[config.mk]
export PLATFORM = sky130hd
export DESIGN_NAME = mem_access_ctrl
export DESIGN_NICKNAME = d
export VERILOG_FILES = /design/src/rtl/mem_access_ctrl.sv
export SDC_FILE = /design/constraint.sdc
export NUM_CORES = 1
export LEC_CHECK = 0
export ABC_CLOCK_PERIOD_IN_PS = 1800
export CORE_AREA = 2 2 158 160
export CTS_CLUSTER_DIAMETER = 200
export DETAILED_ROUTE_END_ITERATION = 16
export DIE_AREA = 0 0 160 162
export GPL_ROUTABILITY_DRIVEN = 0
export PLACE_DENSITY = 0.78
export REMOVE_ABC_BUFFERS = 1
export SLEW_MARGIN = 20
export SYNTH_ARGS = -nofsm -noshare
export SYNTH_HDL_FRONTEND = slang
export SYNTH_SLANG_ARGS = --single-unit
[constraint.sdc]
create_clock -name clk -period 1.8 [get_ports clk]
set_clock_uncertainty 0.2 [all_clocks]
set_input_delay 0.27 -clock clk [delete_from_list [all_inputs] [get_ports clk]]
set_output_delay 0.27 -clock clk [all_outputs]
set_load 0.01 [all_outputs]
[src/rtl/mem_access_ctrl.sv]
`default_nettype none
// ----------------------------------------------------------------------------
// mem_access_ctrl : single-outstanding memory access controller (IDLE/ISSUE/RESP)
// Optional: define MEM_BOUNDS_CHECK_EN to reject addresses outside ADDR_LO..ADDR_HI
// Revision: 1.0
// ----------------------------------------------------------------------------
module mem_access_ctrl #(
  parameter int WIDTH   = 64,
  parameter int ADDR_LO = 1,
  parameter int ADDR_HI = 20
) (
  input  logic             clk,
  input  logic             res,
  input  logic             req_valid,
  output logic             req_ready,
  input  logic [1:0]       req_op,
  input  logic [WIDTH-1:0] req_addr,
  input  logic [WIDTH-1:0] req_data,
  output logic [WIDTH-1:0] addr,
  output logic [WIDTH-1:0] data,
  output logic             read,
  output logic             write,
  input  logic [WIDTH-1:0] valM,
  output logic             rsp_valid,
  input  logic             rsp_ready,
  output logic [WIDTH-1:0] rsp_valM,
  output logic             rsp_err,
  output logic [15:0]      acc_cnt
);

  typedef enum logic [1:0] {
    IDLE  = 2'd0,
    ISSUE = 2'd1,
    RESP  = 2'd2
  } state_t;

  localparam logic [1:0] OP_READ  = 2'b01;
  localparam logic [1:0] OP_WRITE = 2'b10;

`ifdef MEM_BOUNDS_CHECK_EN
  localparam logic BOUNDS_EN = 1'b1;
`else
  localparam logic BOUNDS_EN = 1'b0;
`endif

  state_t           state_q, state_d;
  logic [1:0]       op_q, op_d;
  logic [WIDTH-1:0] addr_q, addr_d;
  logic [WIDTH-1:0] data_q, data_d;
  logic [WIDTH-1:0] rsp_valm_q, rsp_valm_d;
  logic             rsp_err_q, rsp_err_d;
  logic [15:0]      acc_cnt_q, acc_cnt_d;

  logic in_issue;
  logic op_legal;
  logic in_range;
  logic acc_err;
  logic do_read;
  logic do_write;

  // Error is judged from the latched request so it is stable for the whole ISSUE cycle.
  assign in_issue = (state_q == ISSUE);
  assign op_legal = (op_q == OP_READ) || (op_q == OP_WRITE);
  assign in_range = (addr_q >= WIDTH'(ADDR_LO)) && (addr_q <= WIDTH'(ADDR_HI));
  assign acc_err  = !op_legal || (BOUNDS_EN && !in_range);
  assign do_read  = in_issue && (op_q == OP_READ)  && !acc_err;
  assign do_write = in_issue && (op_q == OP_WRITE) && !acc_err;

  always_comb begin
    state_d    = state_q;
    op_d       = op_q;
    addr_d     = addr_q;
    data_d     = data_q;
    rsp_valm_d = rsp_valm_q;
    rsp_err_d  = rsp_err_q;
    acc_cnt_d  = acc_cnt_q;
    case (state_q)
      IDLE: begin
        if (req_valid) begin
          op_d    = req_op;
          addr_d  = req_addr;
          data_d  = req_data;
          state_d = ISSUE;
        end
      end
      ISSUE: begin
        rsp_valm_d = do_read ? valM : '0;
        rsp_err_d  = acc_err;
        state_d    = RESP;
      end
      RESP: begin
        if (rsp_ready) begin
          state_d = IDLE;
          if (!rsp_err_q && (acc_cnt_q != 16'hFFFF)) begin
            acc_cnt_d = acc_cnt_q + 16'd1;
          end
        end
      end
      default: state_d = IDLE;
    endcase
  end

  always_ff @(posedge clk or negedge res) begin
    if (!res) begin
      state_q    <= IDLE;
      op_q       <= 2'b00;
      addr_q     <= '0;
      data_q     <= '0;
      rsp_valm_q <= '0;
      rsp_err_q  <= 1'b0;
      acc_cnt_q  <= 16'd0;
    end else begin
      state_q    <= state_d;
      op_q       <= op_d;
      addr_q     <= addr_d;
      data_q     <= data_d;
      rsp_valm_q <= rsp_valm_d;
      rsp_err_q  <= rsp_err_d;
      acc_cnt_q  <= acc_cnt_d;
    end
  end

  // Memory-side outputs decode straight from state so reset removes them at once.
  assign req_ready = (state_q == IDLE);
  assign addr      = in_issue ? addr_q : '0;
  assign data      = in_issue ? data_q : '0;
  assign read      = do_read;
  assign write     = do_write;
  assign rsp_valid = (state_q == RESP);
  assign rsp_valM  = rsp_valm_q;
  assign rsp_err   = rsp_err_q;
  assign acc_cnt   = acc_cnt_q;

endmodule
`default_nettype wire

## Word-level counts from Yosys, hierarchy flattened

Cells that the tools add are included.

| storage, ports and cells | value |
|---|---|
| register bits after elaboration | 213 |
| logic and storage cells | 33 |

| operators by class | value |
|---|---|
| add/sub/neg operators | 1 |
| equal/unequal tests | 7 |
| muxes and demuxes | 6 |
| reduce and logical (&&, ||, !) cells | 12 |

Operator list:

| kind | number |
|---|---|
| 64-bit 2-to-1 mux | 3 |
| 16-bit by 1-bit adder with 16-bit output (second input constant) | 1 |
| 16-bit inequality test (second input constant) | 1 |
| 2-bit case mux with 3 select lines | 1 |
| 1-bit logical AND | 5 |
| 2-bit by 1-bit == test with 1-bit output (second input constant) | 2 |
| 2-bit == test (second input constant) | 2 |
| 2-bit 2-to-1 mux | 2 |
| 2-bit AND reduction | 2 |
| 3-bit AND reduction | 1 |
| 1-bit zero test | 2 |
| 2-bit zero test | 1 |
| 2-bit by 1-bit inequality test with 1-bit output (second input constant) | 1 |
| 2-bit inequality test (second input constant) | 1 |
| 1-bit logical OR | 1 |

## Depth between registers and ports, before layout

Gate-level depths: netlist of the first run.

| depth | value |
|---|---|
| depth after elaboration | 4 |
| mapped depth | 7 |
| gate-level depth less buffers | 5 |

## Worst setup path after synthesis of the first run

Ideal clock, no wire load.

| timing | value |
|---|---|
| kind | register -> register |
| start point | register acc_cnt_q[0], in the netlist acc_cnt[0] |
| end point | register acc_cnt_q[1], in the netlist acc_cnt[1] |
| arrival time | 1.613 ns |
| path slack | -0.138 ns |
| stages on the path, launching flop included | 6 |
| period minus slack after synthesis | 1.938 ns |
| cells stage by stage | dfrtp_1 > ha_1 > nand4_2 > nor4b_4 > nor2_2 > mux2_4 |

| between the ends | value |
|---|---|
| cells in the longest elaborated chain, start to end | 3 |
| elaborated cells on any way between the ends | 4 |

Ends and longest elaborated chain:

| what | line | source |
|---|---|---|
| start, declared | 52 | `logic [15:0] acc_cnt_q, acc_cnt_d;` |
| start signal, assigned | 119 | `acc_cnt_q <= acc_cnt_d;` |
| branches (longest 3 deep; another with 16-bit by 1-bit adder with 16-bit output) | - |  |

Parallel ways; which one is timed is not known.
A chain may end at the register's enable or synchronous reset.

## Final worst setup path of the first run

| timing | value |
|---|---|
| start point | register state_q[1] |
| end point | output port addr[52] |

| between the ends | value |
|---|---|
| cells in the longest elaborated chain, start to end | 2 |

Ends and longest elaborated chain:

| what | line | source |
|---|---|---|
| start, declared | 46 | `state_t state_q, state_d;` |
| start signal, assigned | 113 | `state_q <= state_d;` |
| 2-bit by 1-bit == test with 1-bit output | 62 | `assign in_issue = (state_q == ISSUE);` |
| 64-bit 2-to-1 mux | 125 | `assign addr = in_issue ? addr_q : '0;` |
| end, declared | 19 | `output logic [WIDTH-1:0] addr,` |

Every way passes these cells.

==> results of run 1 <==
-- synth_stat cells --
library cell,n
dfrtp_1,213
nand2_1,138
and2_1,130
mux2_2,128
nand3_1,68
clkbuf_1,33
buf_2,16
nand4_1,8
xnor2_1,7
xor2_1,7
nor3_1,5
inv_1,4
ha_1,3
nand2b_1,3
o21ai_0,3
and4_1,2
nor2_1,2
nor3b_1,2
nor4_1,2
and3_1,1
buf_1,1
buf_4,1
mux2_4,1
nand4_2,1
nand4bb_1,1
nor2_2,1
nor2b_1,1
nor4_2,1
nor4b_4,1
o21a_1,1
or2_1,1
-- final timing paths --
| kind | start | endpoint | slack (ps) | cells after the start |
|---|---|---|---|---|
| setup / recovery | state_q[1]$_DFFE_PN0P_ | addr[52] | -470 | 6 |
| hold reg to reg | rsp_valM[63]$_DFFE_PN0N_ | rsp_valM[63]$_DFFE_PN0N_ | 260 | 2 |
| min in group clk | valM[62] | rsp_valM[62]$_DFFE_PN0N_ | 100 | 3 |
| max in group asynchronous | res | data_q[20]$_DFFE_PN0P_ | 690 | 3 |
| hold / removal | res | rsp_valM[6]$_DFFE_PN0N_ | 80 | 2 |
| setup reg to reg | state_q[0]$_DFFE_PN0P_ | addr_q[52]$_DFFE_PN0P_ | -210 | 7 |
-- power breakdown --
part / internal, uW / total (uW) / switching (uW)
clock network: 2850 / 4820 / 1970
registers: 7080 / 8520 / 1440
logic: 8020 / 13500 / 5430
-- final cells by class --
cell class / count / share of cell area, %
timing repair buffer: 519 / 34.5
sequential: 213 / 32.1
multi-input combinational: 518 / 26.2
clock buffer: 37 / 4.28
tap: 324 / 2.44
clock inverter: 6 / 0.362
inverter: 4 / 0.0904
-- worst max-delay path, delay by kind of cell, from the launching register on --
family | cells | cell delay [ps]
buf+inv | 4 | 560
simple gates | 2 | 300
flops | 1 | 410
-- sequential cells by signal (all words and copies together), names as in the netlist --
| name | count |
|---|---|
| op_q | 2 |
| data_q | 64 |
| state_q | 2 |
| rsp_valM | 64 |
| acc_cnt | 16 |
| rsp_err | 1 |
| addr_q | 64 |
-- through the flow --
step	hold WS, ps	std cells	area [um2]	util, %
floorplan	-226	735	8890	-
global placement	20.5	1533	14100	58.5
detailed placement	20.4	1533	14100	58.5
CTS	77.8	1581	15000	62.1
global route	97.7	1621	16600	68.9
finish	84.5	1621	16600	68.9
-- placed cells by master (no fill, tap or decap), types with 8 or more instances in the layout --
cell type	instances
nand4_1	8
buf_2	36
buf_8	17
dfrtp_1	213
clkbuf_1	8
clkdlybuf4s50_1	196
dlymetal6s2s_1	83
buf_6	91
nand3_1	68
and2_1	47
buf_4	46
buf_12	20
clkbuf_16	41
mux2_4	121
and2_4	83
clkbuf_2	10
mux2_2	8
nand2_1	138
-- cell families (layout without fill, tap and decap cells) --
logic type	Yosys count	in the layout	synth area share, %
compound gates	4	4	0.247
xor+xnor	14	14	1.35
fa+ha+maj	3	3	0.412
simple gates	368	368	20.9
mux	129	129	16.0
buf+inv	55	566	2.53
flops	213	213	58.6
-- metal layers --
| layer | up-vias | wire (um) | GRT usage (%) |
|---|---|---|---|
| met3 | 86 | 2670 | 6.08 |
| met2 | 369 | 17200 | 37.6 |
| met1 | 4091 | 13300 | 24.9 |
| li1 | 3585 | - | - |
| met4 | 0 | 1250 | 7.33 |
| met5 | - | 0 | 0 |
-- what timing repair did --
| item | in CTS | in global routing |
|---|---|---|
| hold buffers | 1 | 0 |
| setup buffers | 4 | 19 |
| pin swaps | 0 | 70 |
| hold endpoints to repair | 213 | 0 |
| setup endpoints to repair | 383 | 419 |
| resized for setup | 158 | 734 |
| gates cloned | 0 | 22 |
==> impl_summary.txt, run 1 <==
----------------------------------------------------
[Cells and area]
  Area growth from synthesis to layout ... 82.4%
  Storage cell area ... between 5000 and 6000 um2
  Share of post-route cells with drive strength above 1 ... between 30% and 40%
  Area of combinational cells with multiple inputs ... roughly 4400 um2
  Fill cells ... around 1,700
  Diodes inserted ... 0
  Total number of nets in the final design ... ~1,500

[Synth]
  Post-synthesis area per instance ... ~12 um2
  Number of cells produced by synthesis ... around 790
  Fraction of synthesized cell area taken by the top area cell type ... between 50% and 60%
  Number of storage elements in the synthesis netlist ... about 210
  Sequential share of the synthesized area ... roughly three fifths
  Post-synth design cell area ... 9100 um2
  Cell taking the most area after synthesis ... dfrtp_1
  Synth area leaders ... dfrtp_1 (59%), mux2_2 (16%), and2_1 (8.9%)
  Yosys Warn Count ... 0
  Unique masters post-synth ... 31

[GRT]
  Global route overflow ... 0
  First-pass GRT wire length ... around 44 mm
  Number of antenna violations at the first check in global routing ... 0
  Vias in the first global route ... 8,120
  Global-route usage over all layers ... a little over a fifth
  Pin count of the biggest net entering global routing ... 67

[Timing]
  Fmax ... about 0.44 GHz
  Fin worst setup slack ... -468 ps
  Summed negative setup slack over all endpoints ... -69,570 ps
  Number of max-slew violations in the final report ... 0
  Share of the cycle needed by the critical path after routing ... 126%
  Setup repair after global routing missed its margin ... yes
  Hold violation total from the final report ... 0
  Least-Margin Pin Slew ... approximately 430 ps
  Setup violations, final ... 263
  Slew Limit Headroom ... a little under three quarters
  Final critical-path required period ... 2270 ps

[Power and ir drop]
  VDD IR-drop max ... ~0.9 mV
  Leakage ... slightly above 0.009 uW
  Final Total Pwr ... between 20,000 and 30,000 uW
  Cell area power density ... 1610 nW/um2

[Routing]
  1st-iter DRT viols ... roughly 490
  Number of remaining DRC errors ... 0
  Antenna-violating nets left ... 0
  DR pass1 iterations ... 4
  Via count ... approximately 8,000
  Total Routed Length ... around 34 mm
  Vias per cell ... 5.02
  Average wire per cell in the routed design ... 21.3 um

[Floorplanning]
  Die area ... 25,900 um2
  Die span in x ... roughly 160 um
  Number of core rows ... between 50 and 60
  Height of the die ... around 160 um
  Core Region ... between 20,000 and 25,000 um2
  Count of pins on the block boundary ... 411
  Starting density of the core ... 37.8%

[Clock tree]
  Number of H-tree levels ... 1
  Sink Count ... about 210
  Bufs on Longest Clock Path ... 3
  Later-pin clock latency in the skew report ... 510 ps
  Reg clk slew, reported paths ... approximately 60 ps
  CTS Buf Count ... 24
  Root Buffer ... clkbuf_16
  Clock tree from TritonCTS ... done

[Worst setup path]
  Most frequent CP cell ... buf_12
  Crit Path Category ... reg2out
  Largest stage delay, worst path ... approximately 400 ps
  Required time worst endpoint ... about 1300 ps
  Cell Chain, Critical Path ... nor2b_4 > buf_12 > buf_12 > buf_6 > and2_1 > buf_2
  Cell type of the slowest stage on the worst timing path ... dfrtp_1
  Endpoint type of the worst setup path ... primary output
  Startpoint type of the worst setup path ... flip-flop
  Largest fanout of any net on the critical path ... 6
  Worst path arrival time ... around 1800 ps

[Placed design]
  Port Buffers ... 410
  Estimated wirelength of the detail-placed design ... around 20 mm
  Placement-stage worst setup slack ... -329 ps

[Outcome]
  Violations in the final reports ... negative setup slack
  Status ... complete, but fails checks

[Worst hold path]
  Path category of the worst min-delay check ... in2async

[Run]
  Maximum capacitance violations ... 0

----------------------------------------------------
Power figures use the tool's default switching activity.
==> inputs of run 2 (changes only) <==
--- a/config.mk
+++ b/config.mk
@@ -11,7 +11,7 @@
 export DETAILED_ROUTE_END_ITERATION = 16
 export DIE_AREA = 0 0 160 162
 export GPL_ROUTABILITY_DRIVEN = 0
-export PLACE_DENSITY = 0.78
+export PLACE_DENSITY_LB_ADDON = 0.1
 export REMOVE_ABC_BUFFERS = 1
 export SLEW_MARGIN = 20
 export SYNTH_ARGS = -nofsm -noshare
==> impl_summary.txt, run 2 (synthesized netlist as in run 1, its figures left out) <==
----------------------------------------------------
[Outcome]
  Status ... complete, but fails checks
  Violations in the final reports ... negative setup slack

[Floorplanning]
  Count of pins on the block boundary ... just over 400
  Height of the die ... between 150 and 200 um
  Starting density of the core ... a little under two fifths
  Number of core rows ... 57
  Die span in x ... 160 um
  Die area ... approximately 26,000 um2
  Core Region ... between 20,000 and 25,000 um2

[Clock tree]
  Number of H-tree levels ... 1
  CTS Buf Count ... 25
  Bufs on Longest Clock Path ... 3
  Later-pin clock latency in the skew report ... 520 ps
  Clock tree from TritonCTS ... done
  Reg clk slew, reported paths ... approximately 60 ps
  Sink Count ... between 200 and 250
  Root Buffer ... clkbuf_16

[Power and ir drop]
  Cell area power density ... between 1500 and 2000 nW/um2
  VDD IR-drop max ... approximately 0.8 mV
  Leakage ... between 0.008 and 0.009 uW

[Routing]
  Number of remaining DRC errors ... 0
  DR pass1 iterations ... 4
  Via count ... between 7,000 and 8,000
  Average wire per cell in the routed design ... roughly 20 um
  Vias per cell ... just under 5
  Total Routed Length ... ~32 mm
  1st-iter DRT viols ... 328
  Antenna-violating nets left ... 0

[GRT]
  Vias in the first global route ... ~8,000
  Global-route usage over all layers ... about a quarter
  Met3 track utilization from global routing ... 7.41%
  Pin count of the biggest net entering global routing ... 67
  Routing usage on met1 ... 27.6%
  GR met2 Demand/Resource ... 41.4%
  Number of antenna violations at the first check in global routing ... 3
  Most Used Layer, Global Route ... met2
  First-pass GRT wire length ... between 40 and 50 mm
  Global route overflow ... 0

[Cells and area]
  Fin util ... approximately 66%
  Area growth from synthesis to layout ... 76.1%
  Leading cell type in the layout, fill and taps excluded ... dfrtp_1
  Share of post-route cells with drive strength above 1 ... between 30% and 40%
  Total number of nets in the final design ... about 1,500
  Fill cells ... ~1,900
  Top library cells by usage in the layout, fill and taps aside ... dfrtp_1 (213), clkdlybuf4s50_1 (196), nand2_1 (138), buf_6 (81), mux2_2 (79)
  Non-filler instance count after layout ... ~1,600

[Worst setup path]
  Largest fanout of any net on the critical path ... 7
  Gate family responsible for the most delay along the worst path ... buffers and inverters
  Critical path endpoint ... data[14]
  Worst R2R End ... addr_q[53]$_DFFE_PN0P_
  Cell type of the slowest stage on the worst timing path ... dfrtp_1
  Crit Path Category ... reg2out
  Required time worst endpoint ... ~1300 ps
  Flop2flop setup slack ... -240 ps
  R2r worst-path depth ... 7
  Timing startpoint of the critical path ... state_q[1]$_DFFE_PN0P_
  Number of buffer and inverter stages on the critical path ... 5
  Largest stage delay, worst path ... 410 ps
  Cell Chain, Critical Path ... nor2b_4 > buf_12 > buf_8 > buf_12 > buf_6 > and2_4 > buf_6
  Source of the worst register-to-register timing path ... state_q[1]$_DFFE_PN0P_
  Endpoint type of the worst setup path ... primary output
  Worst path arrival time ... between 1500 and 2000 ps
  Instance count on the critical path ... 7
  Startpoint type of the worst setup path ... flip-flop

[Timing]
  Slew Limit Headroom ... between 60% and 70%
  Setup violations, final ... 262
  Share of the cycle needed by the critical path after routing ... 126%
  Hold violation total from the final report ... 0
  Final critical-path required period ... around 2300 ps
  Fin worst setup slack ... -463 ps
  Setup repair after global routing missed its margin ... yes
  Number of max-slew violations in the final report ... 0
  Least-Margin Pin Slew ... about 510 ps
  Fmax ... approximately 0.44 GHz

[Placed design]
  Placed instance count ... about 1,500
  Port Buffers ... 410
  Estimated wirelength of the detail-placed design ... 21.0 mm

[Run]
  Maximum capacitance violations ... 0

[Worst hold path]
  Path category of the worst min-delay check ... in2async

----------------------------------------------------
-- run 2: where the power goes --
group | total, uW | switching [uW] | leakage (uW) | internal (uW)
Clock | 4980 | 1970 | 0.000405 | 3010
Sequential | 8370 | 1290 | 0.00263 | 7080
Combinational | 12200 | 4990 | 0.00552 | 7160
-- run 2: worst min-delay path by stage --
stage / startpoint / endpoint / slack (ps) / depth (start not counted)
3_3_place_gp: res / acc_cnt[8]$_DFFE_PN0P_ / 30 / 1
4_1_cts: res / data_q[20]$_DFFE_PN0P_ / 60 / 2
3_5_place_dp: res / acc_cnt[8]$_DFFE_PN0P_ / 30 / 1
2_1_floorplan: res / acc_cnt[0]$_DFFE_PN0P_ / -230 / 0
5_1_grt: res / acc_cnt[5]$_DFFE_PN0P_ / 90 / 2
6_report: res / acc_cnt[9]$_DFFE_PN0P_ / 80 / 2
-- run 2: what timing repair did --
item / in CTS / in global routing
gates resized for setup: 733 / 163
hold buffers: 1 / 0
pin swaps: 44 / 16
setup buffers: 16 / 15
setup endpoints to repair: 354 / 412
hold endpoints to repair: 213 / 0
gates cloned: 12 / 10
-- run 2: through the flow --
step	area (um2)	hold WS [ps]	setup WS (ps)	power (uW)	TNS (ps)
2_1_floorplan	8890	-226	-4320	12400	-1167290
3_3_place_gp	14000	27.4	-314	18300	-39450
3_5_place_dp	14000	30.7	-295	18400	-42120
4_1_cts	15200	63.5	-511	24600	-67960
5_1_grt	16000	92.4	-553	27000	-89250
6_report	16000	82.9	-463	25500	-71390
-- run 2: routing by layer --
metal  share of wire (%)  vias up  wire length (um)
li1                    -     3610                 -
met1                  39     3832             12400
met2                  51      319             16200
met3                 8.2       42              2610
met4                 2.2        0               703
met5                   0        -                 0
-- run 2: area by class of cell --
| class | instances | area (um2) | area share, % |
|---|---|---|---|
| Sequential cell | 213 | 5330 | 33.3 |
| Tap cell | 324 | 405 | 2.53 |
| Antenna cell | 3 | 7.51 | 0.0468 |
| Inverter | 4 | 15.0 | 0.0937 |
| Timing Repair Buffer | 518 | 5460 | 34.1 |
| Clock inverter | 6 | 62.6 | 0.390 |
| Clock buffer | 37 | 751 | 4.68 |
| Multi-Input combinational cell | 519 | 4000 | 24.9 |
==> inputs of run 3 (changes only) <==
--- a/config.mk
+++ b/config.mk
@@ -5,11 +5,12 @@
 export SDC_FILE = /design/constraint.sdc
 export NUM_CORES = 1
 export LEC_CHECK = 0
+export ABC_AREA = 1
 export ABC_CLOCK_PERIOD_IN_PS = 1800
-export CORE_AREA = 2 2 158 160
+export CORE_AREA = 2 2 162 164
 export CTS_CLUSTER_DIAMETER = 200
 export DETAILED_ROUTE_END_ITERATION = 16
-export DIE_AREA = 0 0 160 162
+export DIE_AREA = 0 0 164 166
 export GPL_ROUTABILITY_DRIVEN = 0
 export PLACE_DENSITY_LB_ADDON = 0.1
 export REMOVE_ABC_BUFFERS = 1
==> impl_summary.txt, run 3 <==
----------------------------------------------------
[Synth]
  Cell with the most instances after synthesis ... dfrtp_1
  Unique masters post-synth ... 22
  Fraction of synthesized cell area taken by the top area cell type ... roughly three fifths
  Post-synthesis area per instance ... between 8 and 9 um2
  Synth area leaders ... dfrtp_1 (59%), nand2_1 (8.3%), o21ai_0 (7.3%)
  Most used flip-flop cell after synthesis ... dfrtp_1
  Fraction of synthesis flops using an asynchronous set or reset pin ... 100%
  List of most frequent post-synthesis cells ... dfrtp_1 (213), nand2_1 (198), inv_1 (150), nor2_1 (143), o21ai_0 (132)
  Number of flops mapped to enable cells by yosys ... 0
  Cell taking the most area after synthesis ... dfrtp_1
  Number of cells produced by synthesis ... approximately 1,000
  Post-synth design cell area ... roughly 9000 um2
  Number of storage elements in the synthesis netlist ... 213
  Yosys Warn Count ... 0
  Sequential share of the synthesized area ... 59.3%

[GRT]
  Global route overflow ... 0
  Pin count of the biggest net entering global routing ... between 70 and 80
  Vias in the first global route ... approximately 8,100
  Global-route usage over all layers ... 21.3%
  First-pass GRT wire length ... about 45 mm
  Number of antenna violations at the first check in global routing ... 3

[Routing]
  Vias per cell ... roughly 4.5
  Via count ... around 8,000
  Number of remaining DRC errors ... 0
  Antenna-violating nets left ... 0
  DR pass1 iterations ... 4
  Total Routed Length ... slightly above 30 mm
  Average wire per cell in the routed design ... approximately 17 um
  1st-iter DRT viols ... 420

[Power and ir drop]
  Leakage ... ~0.0073 uW
  Cell area power density ... roughly 1500 nW/um2
  VDD IR-drop max ... between 0.8 and 0.9 mV

[Run]
  Maximum capacitance violations ... 0

[Clock tree]
  Later-pin clock latency in the skew report ... 510 ps
  Bufs on Longest Clock Path ... 3
  Root Buffer ... clkbuf_16
  CTS Buf Count ... 25
  Reg clk slew, reported paths ... around 60 ps
  Number of H-tree levels ... 1
  Sink Count ... around 210
  Clock tree from TritonCTS ... done

[Placed design]
  Estimated wirelength of the detail-placed design ... approximately 20 mm
  Port Buffers ... just over 400

[Worst setup path]
  Required time worst endpoint ... approximately 1300 ps
  Largest stage delay, worst path ... 410 ps
  Endpoint type of the worst setup path ... primary output
  Crit Path Category ... reg2out
  Cell Chain, Critical Path ... nor2_4 > inv_8 > buf_16 > nor2_1 > clkdlybuf4s15_2
  Cell type of the slowest stage on the worst timing path ... dfrtp_1
  Largest fanout of any net on the critical path ... 29
  Worst path arrival time ... ~1800 ps
  Startpoint type of the worst setup path ... flip-flop

[Cells and area]
  Total number of nets in the final design ... between 1,500 and 2,000
  Fill cells ... between 2,000 and 2,500
  Share of post-route cells with drive strength above 1 ... a little under a fifth
  Fin util ... a little under three fifths
  Area growth from synthesis to layout ... 63.9%
  Leading cell type in the layout, fill and taps excluded ... dfrtp_1
  Top library cells by usage in the layout, fill and taps aside ... dfrtp_1 (208), clkdlybuf4s50_1 (196), nand2_1 (194), inv_1 (146), o21ai_0 (132)

[Floorplanning]
  Starting density of the core ... around a third
  Count of pins on the block boundary ... a little over 400
  Core Region ... 25,600 um2
  Die span in x ... around 160 um
  Number of core rows ... 59
  Die area ... between 20,000 and 30,000 um2
  Height of the die ... approximately 170 um

[Outcome]
  Status ... complete, but fails checks
  Violations in the final reports ... negative setup slack

[Timing]
  Number of max-slew violations in the final report ... 0
  Final critical-path required period ... 2240 ps
  Fmax ... approximately 0.45 GHz
  Least-Margin Pin Slew ... 329 ps
  Slew Limit Headroom ... roughly 78%
  Hold violation total from the final report ... 0
  Worst hold margin ... 38.3 ps
  Share of the cycle needed by the critical path after routing ... 124%
  Setup repair after global routing missed its margin ... yes
  Summed negative setup slack over all endpoints ... -53,100 ps
  Setup violations, final ... around 190
  Fin worst setup slack ... -436 ps

[Worst hold path]
  Path category of the worst min-delay check ... in2async

----------------------------------------------------
run 3: cell types whose count changed in the layout (fill, tap and decap cells not counted), moves of 64 or more:
cell | before | now
inv_1 | 4 | 146
o21ai_0 | 3 | 132
nor2_1 | 1 | 126
mux2_2 | 79 | 0
dlygate4sd2_1 | 4 | 79
and2_1 | 70 | 0
buf_6 | 81 | 11
a22o_1 | 0 | 64
run 3: final timing paths:
path                                             to  slack [ps]                startpoint  cells after the start
max in group asynchronous  rsp_valM[45]$_DFFE_PN0N_         730                       res                      3
hold reg to reg            rsp_valM[31]$_DFFE_PN0N_         300  rsp_valM[31]$_DFFE_PN0N_                      1
hold / removal               data_q[63]$_DFFE_PN0P_          40                       res                      2
min in group clk             data_q[10]$_DFFE_PN0P_         120              req_data[10]                      3
setup / recovery                            data[6]        -440    state_q[1]$_DFFE_PN0P_                      5
setup reg to reg            rsp_valM[2]$_DFFE_PN0N_        -200    state_q[1]$_DFFE_PN0P_                      7
run 3: repair_timing:
action / in CTS / in global routing
gates cloned: 5 / 11
gates resized for setup: 598 / 32
hold buffers: 1 / 0
pin swaps: 1 / 2
endpoints found under the hold margin: 213 / 0
setup endpoints to repair: 213 / 266
setup buffers: 9 / 4
run 3: power by group:
part | switching [uW] | total (uW) | internal [uW] | leakage, uW
combinational | 5050 | 9390 | 4340 | 0.00424
clock | 1960 | 4750 | 2790 | 0.000390
sequential | 810 | 7710 | 6900 | 0.00272
total | 7820 | 21900 | 14000 | 0.00735
run 3: through the flow:
stage               instance area (um2)  power (uW)  cells  worst slack, ps
finish                            14700       21900   1804             -436
global route                      14700       23400   1804             -518
CTS                               14400       21600   1787             -450
detailed placement                13700       16900   1728             -244
global placement                  13700       16900   1728             -297
floorplan                          8670       11700    945            -1210
run 3: layer usage:
layer,part of all wire (%),GRT usage [%],vias up,wire (um)
met3,8.5,6.42,48,2570
met2,49,36.0,272,14900
met4,2.6,7.17,0,781
li1,-,-,4026,-
met5,0,0,-,0
met1,40,25.9,3849,12000
run 3: critical path: cells and delay by family (launching register included):
family / cells / cell delay [ps]
flops: 1 / 410
buf+inv: 3 / 520
simple gates: 2 / 310
run 3: logic make-up after synthesis:
group           after synthesis  synth area share [%]
simple gates                377                  16.4
flops                       213                  59.3
buf+inv                     211                  9.87
compound gates              196                  13.6
xor+xnor                      4                 0.390
fa+ha+maj                     3                 0.418
run 3: final cells by class:
cell class              instances  area (um2)  area share [%]
flip-flops and latches        213        5340            36.2
clock inverters                 9        53.8           0.365
multi-input cells             580        2880            19.5
clock buffers                  35         723            4.91
repair buffers                476        4720            32.0
repair inverters                1        5.00          0.0340
well taps                     335         419            2.85
diodes                          3        7.51          0.0510
inverters                     152         588            3.99
